--- src/rtl/acc_cpu_sequencer_if.sv ---
// Byte-wide memory handshake between the sequencer (master) and the FPGA-side memory (slave).
interface acc_cpu_sequencer_if;
  logic [7:0] mem_addr;
  logic       mem_rd;
  logic       mem_wr;
  logic [7:0] mem_wdata;
  logic [7:0] mem_rdata;
  logic       mem_ready;

  modport master (
    output mem_addr, mem_rd, mem_wr, mem_wdata,
    input  mem_rdata, mem_ready
  );

  modport slave (
    input  mem_addr, mem_rd, mem_wr, mem_wdata,
    output mem_rdata, mem_ready
  );
endinterface

--- src/rtl/acc_cpu_sequencer.sv ---
// Fetch/decode/execute controller for the 8-bit accumulator CPU: owns PC/AC/MDR/IR/operand,
// feeds the ALU, resolves branches/STORE/HALT and runs the memory handshake.
module acc_cpu_sequencer #(
  parameter logic [7:0] RESET_PC = 8'h00,
  parameter bit         AUTO_RUN = 1'b1
) (
  input  logic                       clk,
  input  logic                       rst_n,
  input  logic                       run,
  acc_cpu_sequencer_if.master        mem,
  input  logic [7:0]                 alu_zout,
  input  logic                       alu_nflg,
  input  logic                       alu_zflg,
  output logic [7:0]                 opcode,
  output logic [7:0]                 value,
  output logic [7:0]                 addr,
  output logic [7:0]                 pc,
  output logic [7:0]                 ac,
  output logic [7:0]                 mdr,
  output logic                       instr_done,
  output logic                       halted
);

  localparam int unsigned W = 8;

  typedef enum logic [2:0] {
    IDLE, FETCH_OP, FETCH_ARG, READ, WRITE, EXEC, HALT
  } state_t;

  state_t         state_q, state_d;
  logic [W-1:0]   pc_q, pc_d, ac_q, ac_d, mdr_q, mdr_d;
  logic [W-1:0]   opcode_q, opcode_d, value_q, value_d;
  logic [W-1:0]   mem_addr_q, mem_addr_d, mem_wdata_q, mem_wdata_d;
  logic           mem_rd_q, mem_rd_d, mem_wr_q, mem_wr_d;
  logic           done_q, done_d, halted_q, halted_d;
  logic           taken;

  function automatic logic is_mem_op(input logic [W-1:0] op);
    return op inside {8'h01, 8'h05, 8'h07, 8'h09, 8'h0A, 8'h0B, 8'h0C, 8'h0D};
  endfunction

  // State register and registered outputs
  always_ff @(posedge clk or negedge rst_n) begin
    if (!rst_n) begin
      state_q     <= IDLE;
      pc_q        <= RESET_PC;
      ac_q        <= '0;
      mdr_q       <= '0;
      opcode_q    <= '0;
      value_q     <= '0;
      mem_addr_q  <= '0;
      mem_wdata_q <= '0;
      mem_rd_q    <= 1'b0;
      mem_wr_q    <= 1'b0;
      done_q      <= 1'b0;
      halted_q    <= 1'b0;
    end else begin
      state_q     <= state_d;
      pc_q        <= pc_d;
      ac_q        <= ac_d;
      mdr_q       <= mdr_d;
      opcode_q    <= opcode_d;
      value_q     <= value_d;
      mem_addr_q  <= mem_addr_d;
      mem_wdata_q <= mem_wdata_d;
      mem_rd_q    <= mem_rd_d;
      mem_wr_q    <= mem_wr_d;
      done_q      <= done_d;
      halted_q    <= halted_d;
    end
  end

  // Next-state, datapath updates and next-cycle memory request
  always_comb begin
    state_d     = state_q;
    pc_d        = pc_q;
    ac_d        = ac_q;
    mdr_d       = mdr_q;
    opcode_d    = opcode_q;
    value_d     = value_q;
    mem_addr_d  = mem_addr_q;
    mem_wdata_d = mem_wdata_q;
    mem_rd_d    = 1'b0;
    mem_wr_d    = 1'b0;
    done_d      = 1'b0;
    halted_d    = 1'b0;
    taken       = 1'b0;

    case (state_q)
      IDLE: if (AUTO_RUN || run) state_d = FETCH_OP;
      FETCH_OP: if (mem.mem_ready) begin
        opcode_d = mem.mem_rdata;
        state_d  = FETCH_ARG;
      end
      FETCH_ARG: if (mem.mem_ready) begin
        value_d = mem.mem_rdata;
        if (is_mem_op(opcode_q))     state_d = READ;
        else if (opcode_q == 8'h03)  state_d = WRITE;
        else if (opcode_q == 8'h04)  state_d = HALT;
        else                         state_d = EXEC;
      end
      READ: if (mem.mem_ready) begin
        mdr_d   = mem.mem_rdata;
        state_d = EXEC;
      end
      WRITE: if (mem.mem_ready) begin
        pc_d    = pc_q + W'(2);
        done_d  = 1'b1;
        state_d = FETCH_OP;
      end
      EXEC: begin
        if (opcode_q inside {8'h01, 8'h02, [8'h05:8'h0F]}) ac_d = alu_zout;
        // Branch ops never write AC, so flags always reflect the settled AC
        case (opcode_q)
          8'h10:   taken = 1'b1;
          8'h11:   taken = alu_nflg;
          8'h12:   taken = !alu_nflg;
          8'h13:   taken = alu_zflg;
          8'h14:   taken = !alu_zflg;
          default: taken = 1'b0;
        endcase
        pc_d    = taken ? value_q : pc_q + W'(2);
        done_d  = 1'b1;
        state_d = FETCH_OP;
      end
      HALT: state_d = HALT;
      default: state_d = IDLE;
    endcase

    // Requests are registered from the state being entered so they line up with it
    case (state_d)
      FETCH_OP: begin
        mem_rd_d   = 1'b1;
        mem_addr_d = pc_d;
      end
      FETCH_ARG: begin
        mem_rd_d   = 1'b1;
        mem_addr_d = pc_d + W'(1);
      end
      READ: begin
        mem_rd_d   = 1'b1;
        mem_addr_d = value_d;
      end
      WRITE: begin
        mem_wr_d    = 1'b1;
        mem_addr_d  = value_d;
        mem_wdata_d = ac_d;
      end
      HALT: halted_d = 1'b1;
      default: ;
    endcase
  end

  assign mem.mem_addr  = mem_addr_q;
  assign mem.mem_rd    = mem_rd_q;
  assign mem.mem_wr    = mem_wr_q;
  assign mem.mem_wdata = mem_wdata_q;
  assign opcode        = opcode_q;
  assign value         = value_q;
  assign addr          = value_q;
  assign pc            = pc_q;
  assign ac            = ac_q;
  assign mdr           = mdr_q;
  assign instr_done    = done_q;
  assign halted        = halted_q;

endmodule

--- src/flat_wrapper.sv ---
// flat-port wrapper written by rule: the top's interface ports become plain ports
module acc_cpu_sequencer_flat 
#(
  parameter logic [7:0] RESET_PC = 8'h00,
  parameter bit         AUTO_RUN = 1'b1
)
  (clk, rst_n, run, alu_zout, alu_nflg, alu_zflg, opcode, value, addr, pc, ac, mdr, instr_done, halted, mem_mem_addr, mem_mem_rd, mem_mem_wr, mem_mem_wdata, mem_mem_rdata, mem_mem_ready);
  acc_cpu_sequencer_if mem_i ();
  input  logic clk;
  input  logic rst_n;
  input  logic run;
  input  logic [7:0] alu_zout;
  input  logic alu_nflg;
  input  logic alu_zflg;
  output logic [7:0] opcode;
  output logic [7:0] value;
  output logic [7:0] addr;
  output logic [7:0] pc;
  output logic [7:0] ac;
  output logic [7:0] mdr;
  output logic instr_done;
  output logic halted;
  output wire logic [$bits(mem_i.mem_addr)-1:0] mem_mem_addr;
  output wire logic [$bits(mem_i.mem_rd)-1:0] mem_mem_rd;
  output wire logic [$bits(mem_i.mem_wr)-1:0] mem_mem_wr;
  output wire logic [$bits(mem_i.mem_wdata)-1:0] mem_mem_wdata;
  input wire logic [$bits(mem_i.mem_rdata)-1:0] mem_mem_rdata;
  input wire logic [$bits(mem_i.mem_ready)-1:0] mem_mem_ready;
  assign mem_mem_addr = mem_i.mem_addr;
  assign mem_mem_rd = mem_i.mem_rd;
  assign mem_mem_wr = mem_i.mem_wr;
  assign mem_mem_wdata = mem_i.mem_wdata;
  assign mem_i.mem_rdata = mem_mem_rdata;
  assign mem_i.mem_ready = mem_mem_ready;
  acc_cpu_sequencer #(.RESET_PC(RESET_PC), .AUTO_RUN(AUTO_RUN)) u_core (.clk(clk), .rst_n(rst_n), .run(run), .mem(mem_i), .alu_zout(alu_zout), .alu_nflg(alu_nflg), .alu_zflg(alu_zflg), .opcode(opcode), .value(value), .addr(addr), .pc(pc), .ac(ac), .mdr(mdr), .instr_done(instr_done), .halted(halted));
endmodule
--- config.mk ---
export PLATFORM = sky130hd
export DESIGN_NAME = acc_cpu_sequencer_flat
export DESIGN_NICKNAME = d
export VERILOG_FILES = /design/src/rtl/acc_cpu_sequencer_if.sv /design/src/rtl/acc_cpu_sequencer.sv /design/src/flat_wrapper.sv
export SDC_FILE = /design/constraint.sdc
export NUM_CORES = 1
export LEC_CHECK = 0
export CAP_MARGIN = 5
export CORE_MARGIN = 2
export CORE_UTILIZATION = 48
export CTS_BUF_LIST = sky130_fd_sc_hd__clkbuf_16
export DETAILED_ROUTE_END_ITERATION = 8
export PLACE_DENSITY_LB_ADDON = 0.3
export SLEW_MARGIN = 20
export SYNTH_ARGS = -nofsm -noshare
export SYNTH_HDL_FRONTEND = slang
export SYNTH_SLANG_ARGS = --single-unit
--- constraint.sdc ---
create_clock -name clk -period 3.5 [get_ports clk]
set_input_delay 0.7 -clock clk [delete_from_list [all_inputs] [get_ports clk]]
set_output_delay 0.7 -clock clk [all_outputs]
set_load 0.02 [all_outputs]
==> flow_metrics.py, run 1 <==
metrics = {
    "die": {
        "io_pins": 90,
        "num_rows": 30,
        "die_height_um": 86.5,
        "die-area_um2": 7470,
        "die_w_um": 86.5,
        "core_area_um2": 6680,
        "initial_core_util": 0.488,
    },
    "drt": {
        "wl_met2_um": 4490,
        "avgViaCountPerCell": 5.82,
        "drc": 0,
        "met1_length_um": 3750,
        "vias": 2908,
        "routed.top_layer": "met4",
        "drt-pass1-iter-count": 5,
        "wl_per_cell_um": 17.8,
        "wirelength_um": 8890,
        "drt_iter0_drc": 205,
        "dr_wl_met3_um": 551,
        "ant_nets": 0,
    },
    "cts": {
        "ctsHoldBuffers": 0,
        "clock_sinks": 63,
        "cts_setup_buffers": 0,
        "htreeDepth": 3,
        "cts_buffers": 9,
        "cts_root_buf": "clkbuf_16",
        "clk_transition_reported_paths_ns": 0.05,
        "clk_latency_ns": 0.33,
        "cts.path.max_buffers": 2,
        "cts_tree": "built",
        "cts_resized": 0,
    },
    "critical_path": {
        "cp.arrival_ns": 3.39,
        "crit-reg2reg-launch": "u_core.state_q[2]",
        "rr_endpoint": "u_core.mem.mem_addr[7]",
        "crit_path_max_fanout": 6,
        "r2r_slack_ns": 0.61,
        "ff2ff_path_depth": 8,
        "path_class": "in -> reg",
        "cp-start-kind": "input pin",
        "cp-end-kind": "flip-flop",
        "required_ns": 3.74,
    },
    "placed_design": {
        "dp_hpwl_um": 6370,
        "io_buffer_count": 88,
        "routabilityCongestion": 0.944,
    },
    "sta": {
        "max_freq_mhz": 318,
        "report.final.hold_viol_count": 0,
        "holdWs_ns": 0.476,
        "slew_viol_final": 0,
        "tightest_slew_ns": 0.830,
        "timing.final.crit_share": 0.899,
        "maxSlewHeadroom": 0.447,
        "clock_skew_ns": 0.0102,
        "rsz0062_at_grt": "no",
        "fin_setup_tns_ns": 0,
        "finalCriticalPeriod_ns": 3.15,
        "setup_viol": 0,
    },
    "synthesis": {
        "synthArstFlopShare": 1.00,
        "synth_most_common_cell": "dfrtp_1",
        "synth_area_um2": 3260,
        "syn-num-nets": 333,
        "ys.flop_type": "dfrtp_1",
        "yosys-top-cells-area": "dfrtp_1 48%, mux2_2 10%, nor2_1 3.9%",
        "syn_inst": 309,
        "yosys.cell_types.count": 57,
        "yosysWarningCount": 0,
        "yosysTopAreaCell": "dfrtp_1",
        "synth_seq_area_share": 0.483,
        "synth_seq_cells": 63,
        "synth.top_cells.by_count": "63 x dfrtp_1, 34 x nor2_1, 29 x mux2_2",
        "synth-edff-count": 0,
        "synth_top_cell_area_share": 0.483,
        "synth.avg_cell_area_um2": 10.6,
    },
    "final_layout": {
        "area_growth_pct": 42.0,
        "n_antenna_cell": 0,
        "fin_nets": 439,
        "layout-drive-gt1-share": 0.200,
        "nFillCells": 503,
        "final_util": 0.693,
    },
    "min_path": {
        "hp-class": "in -> async",
    },
    "status": {
        "status": "finished, final reports clean",
    },
    "pwr": {
        "p_leak_nw": 1.93,
        "total_power_mw": 5.25,
        "p_per_area_nw_per_um2": 1130,
        "ir_worst_vdd_uv": 645,
    },
    "grt": {
        "antenna_found_initial": 0,
        "grt_pass1_vias": 2744,
        "grt_overflow_total": 0,
        "grt_use_total": 0.247,
        "grt_max_degree": 38,
        "grt_pass1_wl_um": 14200,
    },
    "flow_run": {
        "maxCapViolations": 0,
    },
}
-- worst max-delay path, cell delays in order --
cell and delay (ns):
clkdlybuf4s50_1 0.41, nor2b_1 0.13, o21ai_1 0.42, nand2_1 0.17, mux2_1 0.33, a221o_1 0.32, ha_1 0.26, a31o_2 0.21
a211o_1 0.29, a21oi_1 0.13
-- cells by family after synthesis --
| logic type | share of synthesized area |
|---|---|
| buffers and inverters | 0.0510 |
| and+or+nand+nor | 0.162 |
| adders and majority gates | 0.0107 |
| DFF | 0.483 |
| AOI/OAI and AO/OA | 0.145 |
| xor gates and xnor gates | 0.00805 |
| muxes | 0.140 |
-- metrics by stage --
stage | setup WS [ns] | instance area (µm²) | cells
after floorplan | 0.646 | 3260 | 309
after global placement | 0.101 | 4320 | 484
after detailed placement | 0.0612 | 4320 | 484
after CTS | 0.383 | 4630 | 500
after global routing | 0.245 | 4630 | 500
final | 0.353 | 4630 | 500
-- cell usage in the layout (no fill, tap or decap), types with 3 or more instances in the layout --
| master | synthesis | routed |
|---|---|---|
| and3_1 | 3 | 3 |
| o22ai_1 | 4 | 4 |
| clkdlybuf4s50_1 | 0 | 87 |
| mux2i_1 | 3 | 3 |
| a211oi_1 | 3 | 3 |
| o21ai_0 | 16 | 16 |
| nor2b_1 | 5 | 5 |
| o21a_1 | 3 | 3 |
| nand2_1 | 11 | 11 |
| clkbuf_16 | 0 | 9 |
| nor4_1 | 4 | 4 |
| a221o_1 | 3 | 3 |
| o211ai_1 | 7 | 7 |
| nand2b_1 | 3 | 3 |
| mux2_1 | 9 | 9 |
| clkinvlp_4 | 0 | 3 |
| nand3_1 | 10 | 10 |
| o21ai_1 | 4 | 4 |
| dfrtp_1 | 63 | 63 |
| buf_4 | 8 | 26 |
| or3_1 | 3 | 3 |
| nor3_1 | 3 | 3 |
| nand3b_1 | 4 | 4 |
| mux2_2 | 29 | 29 |
| a21oi_1 | 15 | 15 |
| nor3b_1 | 3 | 3 |
| inv_1 | 9 | 11 |
| nor2_1 | 34 | 34 |
-- worst max path at each step --
stage / startpoint / depth (start not counted) / endpoint / slack, ns
CTS: alu_nflg / 10 / u_core.mem.mem_addr[2] / 0.38
global placement: mem_mem_ready / 8 / u_core.mem.mem_addr[7] / 0.10
finish: alu_nflg / 10 / u_core.mem.mem_addr[2] / 0.35
global route: alu_nflg / 10 / u_core.mem.mem_addr[2] / 0.24
detailed placement: mem_mem_ready / 8 / u_core.mem.mem_addr[7] / 0.06
floorplan: mem_mem_ready / 9 / u_core.mem.mem_wdata[0] / 0.65
-- final cells by class --
cell class / count / area (µm²) / share of cell area
well taps: 80 / 100 / 0.0216
repair buffers: 114 / 1070 / 0.231
flip-flops and latches: 63 / 1580 / 0.340
clock buffers: 9 / 225 / 0.0486
inverters: 12 / 50.0 / 0.0108
multi-input cells: 215 / 1520 / 0.328
clock inverters: 7 / 90.1 / 0.0194
-- power by group --
part / switching (mW) / internal, mW / leakage, nW / total (mW)
Sequential: 0.347 / 1.08 / 0.772 / 1.42
Clock: 0.322 / 0.617 / 0.150 / 0.939
Combinational: 1.50 / 1.39 / 1.01 / 2.89
Total: 2.16 / 3.08 / 1.93 / 5.25
-- layer usage --
metal / vias to the layer above / track usage
met5: - / 0
met4: 0 / 0.0824
met3: 8 / 0.0667
met2: 129 / 0.399
met1: 1439 / 0.324
li1: 1332 / -
-- state kept, by name (all words and copies together), names as in the netlist, 3 cells and up --
register	flops
u_core.state_q	3
u_core.mem.mem_wdata	8
u_core.addr	8
u_core.opcode	8
u_core.pc	8
u_core.ac	8
u_core.mem.mem_addr	8
u_core.mdr	8
Power figures use the tool's default switching activity.
==> inputs of run 2 (changes only) <==
--- a/config.mk
+++ b/config.mk
@@ -8,7 +8,7 @@
 export CAP_MARGIN = 5
 export CORE_MARGIN = 2
 export CORE_UTILIZATION = 48
-export CTS_BUF_LIST = sky130_fd_sc_hd__clkbuf_16
+export CTS_BUF_LIST = sky130_fd_sc_hd__clkbuf_4 sky130_fd_sc_hd__clkbuf_8 sky130_fd_sc_hd__clkbuf_16
 export DETAILED_ROUTE_END_ITERATION = 8
 export PLACE_DENSITY_LB_ADDON = 0.3
 export SLEW_MARGIN = 20
==> constraint.sdc (replaced) <==
create_clock -name clk -period 3.4 [get_ports clk]
set_input_delay 0.68 -clock clk [delete_from_list [all_inputs] [get_ports clk]]
set_output_delay 0.68 -clock clk [all_outputs]
set_load 0.02 [all_outputs]
==> run 2 against run 1 <==
Net effect:
- hold slack better by 0.0072 ns
- via count is 1.0% lower
- die area stayed put
- power is 0.60% lower
- sequential power is 3% higher
- first-iteration DRC count is 7.3% higher
- combinational power is 4% higher
- highest routed layer unchanged
- worst setup slack worse by 0.12 ns
- sequential share of layout area is 0.35 points higher
- cell area is 1.0% lower
==> flow_metrics.py, run 2 (synthesis results as in run 1) <==
metrics = {
    "sta": {
        "max_freq_mhz": 316,
        "rsz0062_at_grt": "no",
        "maxSlewHeadroom": 0.466,
        "setup_viol": 0,
        "timing.final.crit_share": 0.931,
        "clock_skew_ns": 0.00820,
        "slew_viol_final": 0,
        "tightest_slew_ns": 0.801,
        "report.final.hold_viol_count": 0,
        "fin_setup_tns_ns": 0,
        "finalCriticalPeriod_ns": 3.17,
    },
    "drt": {
        "drt-pass1-iter-count": 4,
        "dr_wl_met3_um": 563,
        "drc": 0,
        "wirelength_um": 8870,
        "drt_iter0_drc": 220,
        "ant_nets": 0,
        "met1_length_um": 3800,
        "avgViaCountPerCell": 5.70,
        "vias": 2878,
        "wl_per_cell_um": 17.6,
        "routed.top_layer": "met4",
        "wl_met2_um": 4370,
    },
    "die": {
        "die-area_um2": 7470,
        "io_pins": 90,
        "initial_core_util": 0.488,
        "num_rows": 30,
        "core_area_um2": 6680,
        "die_height_um": 86.5,
        "die_w_um": 86.5,
    },
    "min_path": {
        "hp-class": "in -> async",
    },
    "final_layout": {
        "n_antenna_cell": 0,
        "most-common-layout-cells": "87 x clkdlybuf4s50_1, 63 x dfrtp_1, 34 x nor2_1, 31 x buf_4, 29 x mux2_2",
        "layout_commonest_cell": "clkdlybuf4s50_1",
        "fin_nets": 444,
        "layout-drive-gt1-share": 0.214,
        "fin_area_um2": 4590,
        "area_growth_pct": 40.5,
    },
    "cts": {
        "cts_buffers": 9,
        "ctsHoldBuffers": 0,
        "cts_setup_buffers": 0,
        "clk_latency_ns": 0.34,
        "htreeDepth": 3,
        "clock_sinks": 63,
        "cts.path.max_buffers": 2,
        "cts_tree": "built",
        "cts_root_buf": "clkbuf_8",
        "clk_transition_reported_paths_ns": 0.08,
        "cts_resized": 0,
    },
    "pwr": {
        "p_per_area_nw_per_um2": 1140,
        "p_int_mw": 3.00,
        "clkPwrFrac": 0.144,
        "switching_share": 0.424,
        "switching_power_mw": 2.21,
        "total_power_mw": 5.22,
        "ir_worst_vdd_uv": 633,
        "p_leak_nw": 1.91,
        "power_frac_seq": 0.280,
        "combPwrFrac": 0.576,
    },
    "placed_design": {
        "routabilityCongestion": 0.952,
        "placed_cell_area_um2": 4360,
        "dp_hpwl_um": 6380,
        "io_buffer_count": 88,
    },
    "critical_path": {
        "path_class": "in -> reg",
        "cp-start-kind": "input pin",
        "cp-end-kind": "flip-flop",
        "crit_start": "alu_nflg",
        "crit-reg2reg-launch": "u_core.state_q[2]",
        "cp.arrival_ns": 3.43,
        "crit_path_max_fanout": 6,
        "required_ns": 3.66,
    },
    "grt": {
        "grt_overflow_total": 0,
        "antenna_found_initial": 0,
        "grt_use_total": 0.255,
        "grt_pass1_wl_um": 14600,
        "grt_max_degree": 64,
        "grt_pass1_vias": 2848,
    },
    "status": {
        "status": "finished, final reports clean",
    },
    "flow_run": {
        "maxCapViolations": 0,
    },
}
-- run 2: per-layer routing --
| metal | global-route usage | vias to the layer above |
|---|---|---|
| met2 | 0.400 | 108 |
| met3 | 0.0438 | 12 |
| met4 | 0.109 | 0 |
| li1 | - | 1347 |
| met1 | 0.350 | 1411 |
| met5 | 0 | - |
-- run 2: worst paths after layout --
check,slack [ns],cells after the start,end
hold / removal,0.48,2,u_core.instr_done
hold reg to reg,0.48,1,u_core.mem.mem_wdata[6]
max in group asynchronous,2.37,2,u_core.mem.mem_addr[7]
setup reg to reg,0.52,8,u_core.mem.mem_addr[7]
min in group clk,0.48,1,u_core.mem.mem_wdata[6]
setup / recovery,0.23,10,u_core.mem.mem_addr[2]
-- run 2: power groups by stage --
stage,logic [mW],clock network (mW),registers (mW)
floorplan,1.37,0,1.77
global placement,2.93,0,1.44
detailed placement,2.98,0,1.46
CTS,3.01,0.760,1.46
global route,3.22,0.789,1.52
finish,3.01,0.749,1.46
-- run 2: final cells by class --
class / count / area (µm²)
well taps: 80 / 100
clock inverters: 6 / 92.6
clock buffers: 10 / 138
multi-input cells: 215 / 1520
fillers: 530 / 2100
inverters: 12 / 50.0
flip-flops and latches: 63 / 1580
repair buffers: 119 / 1110
-- run 2: stage by stage --
| step | std cells | hold WS, ns | util | setup WS, ns |
|---|---|---|---|---|
| 2_1_floorplan | 309 | 0.384 | - | 0.566 |
| 3_3_place_gp | 489 | 0.470 | 0.652 | 0.0158 |
| 3_5_place_dp | 489 | 0.476 | 0.652 | -0.0409 |
| 4_1_cts | 505 | 0.491 | 0.686 | 0.285 |
| 5_1_grt | 505 | 0.511 | 0.686 | 0.153 |
| 6_report | 505 | 0.483 | 0.686 | 0.234 |
-- run 2: worst max-delay path, cell delays in order --
cell and delay [ns]:
clkdlybuf4s50_1 0.41, nor2b_1 0.13, o21ai_1 0.45, nand2_1 0.17
mux2_1 0.33, a221o_1 0.34, ha_1 0.27, a31o_2 0.21
a211o_1 0.30, a21oi_1 0.14
==> inputs of run 3 (changes only) <==
--- a/config.mk
+++ b/config.mk
@@ -7,8 +7,8 @@
 export LEC_CHECK = 0
 export CAP_MARGIN = 5
 export CORE_MARGIN = 2
-export CORE_UTILIZATION = 48
-export CTS_BUF_LIST = sky130_fd_sc_hd__clkbuf_4 sky130_fd_sc_hd__clkbuf_8 sky130_fd_sc_hd__clkbuf_16
+export CORE_UTILIZATION = 50
+export CTS_BUF_LIST = sky130_fd_sc_hd__clkbuf_2
 export DETAILED_ROUTE_END_ITERATION = 8
 export PLACE_DENSITY_LB_ADDON = 0.3
 export SLEW_MARGIN = 20
==> run 3 against run 2 <==
Net effect:
- sequential share of layout area is 1.0 points higher
- cell area is 2.9% lower
- clock power is 38% lower
- critical endpoint is now u_core.mem.mem_addr[7]
==> flow_metrics.py, run 3 (synthesis results as in run 1) <==
metrics = {
    "grt": {
        "grt_max_degree": 34,
        "grt_overflow_total": 0,
        "grt_pass1_vias": 2845,
        "grt_pass1_wl_um": 14500,
        "antenna_found_initial": 0,
        "grt_use_total": 0.260,
    },
    "die": {
        "die_w_um": 84.8,
        "initial_core_util": 0.517,
        "die_height_um": 84.8,
        "core_area_um2": 6310,
        "num_rows": 29,
        "io_pins": 90,
        "die-area_um2": 7190,
    },
    "critical_path": {
        "cp.arrival_ns": 3.42,
        "cp-start-kind": "input pin",
        "path_class": "in -> reg",
        "crit_path_max_fanout": 10,
        "rr_endpoint": "u_core.mem.mem_addr[7]",
        "required_ns": 3.82,
        "crit-reg2reg-launch": "u_core.state_q[2]",
        "ff2ff_path_depth": 8,
        "cp-end-kind": "flip-flop",
        "r2r_slack_ns": 0.51,
    },
    "cts": {
        "cts_buffers": 9,
        "cts_resized": 0,
        "cts.path.max_buffers": 2,
        "clk_latency_ns": 0.49,
        "cts_setup_buffers": 0,
        "cts_root_buf": "clkbuf_2",
        "cts_tree": "built",
        "htreeDepth": 3,
        "ctsHoldBuffers": 0,
        "clock_sinks": 63,
        "clk_transition_reported_paths_ns": 0.20,
    },
    "drt": {
        "vias": 2893,
        "dr_wl_met3_um": 516,
        "drc": 0,
        "wl_met2_um": 4330,
        "wirelength_um": 8770,
        "avgViaCountPerCell": 5.79,
        "wl_per_cell_um": 17.5,
        "routed.top_layer": "met4",
        "drt_iter0_drc": 172,
        "met1_length_um": 3750,
        "drt-pass1-iter-count": 5,
        "ant_nets": 0,
    },
    "placed_design": {
        "dpl.cell_count": 484,
        "dp_slack_ns": -0.0386,
        "dp_hpwl_um": 6610,
        "placed_cell_area_um2": 4340,
        "routabilityCongestion": 0.874,
        "io_buffer_count": 88,
    },
    "final_layout": {
        "stdcell_count": 500,
        "nFillCells": 481,
        "area_growth_pct": 36.5,
        "layout_commonest_cell": "clkdlybuf4s50_1",
        "most-common-layout-cells": "87 x clkdlybuf4s50_1, 63 x dfrtp_1, 34 x nor2_1, 29 x mux2_2, 29 x buf_4",
        "fin_nets": 442,
        "layout-drive-gt1-share": 0.208,
        "final_util": 0.706,
        "n_antenna_cell": 0,
        "fin_area_um2": 4450,
    },
    "sta": {
        "setup_viol": 0,
        "timing.final.crit_share": 0.882,
        "rsz0062_at_grt": "no",
        "holdWs_ns": 0.0509,
        "maxSlewHeadroom": 0.681,
        "clock_skew_ns": 0.0255,
        "slew_viol_final": 0,
        "max_freq_mhz": 333,
        "worst_slack_ns": 0.400,
        "report.final.hold_viol_count": 0,
        "tightest_slew_ns": 0.476,
        "finalCriticalPeriod_ns": 3.00,
        "fin_setup_tns_ns": 0,
    },
    "min_path": {
        "hp-class": "in -> async",
    },
    "flow_run": {
        "maxCapViolations": 0,
    },
    "pwr": {
        "p_per_area_nw_per_um2": 1100,
        "total_power_mw": 4.91,
        "p_leak_nw": 1.87,
        "ir_worst_vdd_uv": 587,
    },
    "status": {
        "status": "finished, final reports clean",
    },
}
-- run 3: changes by cell type in the layout (fill, tap and decap cells not counted) --
cell and delta:
clkinv_1 +1, clkbuf_8 -10, buf_4 -2, clkinv_4 +1, bufinv_16 -1, clkbuf_2 +9, clkinv_2 +1, clkinvlp_4 -1
-- run 3: metal layers --
layer	vias to the layer above	global-route usage
met2	107	0.418
met4	0	0.0996
met1	1421	0.342
li1	1350	-
met5	-	0
met3	15	0.0619
-- run 3: worst max-delay path, cell delays in order --
cell	delay (ns)
clkdlybuf4s50_1	0.60
nor4bb_1	0.43
buf_4	0.26
a211o_1	0.19
nand2_2	0.11
or4b_4	0.54
or4b_1	0.52
o211ai_1	0.10
-- run 3: layout make-up --
class                   instances  area [µm²]  area share
repair buffers                117        1090       0.246
clock inverters                 7        72.6      0.0163
inverters                      12        50.0      0.0112
flip-flops and latches         63        1580       0.354
clock buffers                   9        45.0      0.0101
well taps                      77        96.3      0.0216
multi-input cells             215        1520       0.341
-- run 3: how the worst max path moves through the flow --
stage	startpoint	end	slack, ns	depth (start not counted)
3_5_place_dp	mem_mem_ready	u_core.mem.mem_addr[7]	-0.04	8
4_1_cts	mem_mem_ready	u_core.mem.mem_addr[7]	0.46	8
3_3_place_gp	mem_mem_ready	u_core.mem.mem_addr[7]	-0.01	8
6_report	mem_mem_ready	u_core.mem.mem_addr[7]	0.40	8
5_1_grt	mem_mem_ready	u_core.mem.mem_addr[7]	0.29	8
2_1_floorplan	mem_mem_ready	u_core.mem.mem_wdata[0]	0.57	9
-- run 3: where the power goes --
part | internal, mW | total [mW] | leakage, nW | switching, mW
logic | 1.44 | 2.99 | 1.02 | 1.55
registers | 1.10 | 1.45 | 0.772 | 0.356
clock network | 0.171 | 0.464 | 0.0699 | 0.293
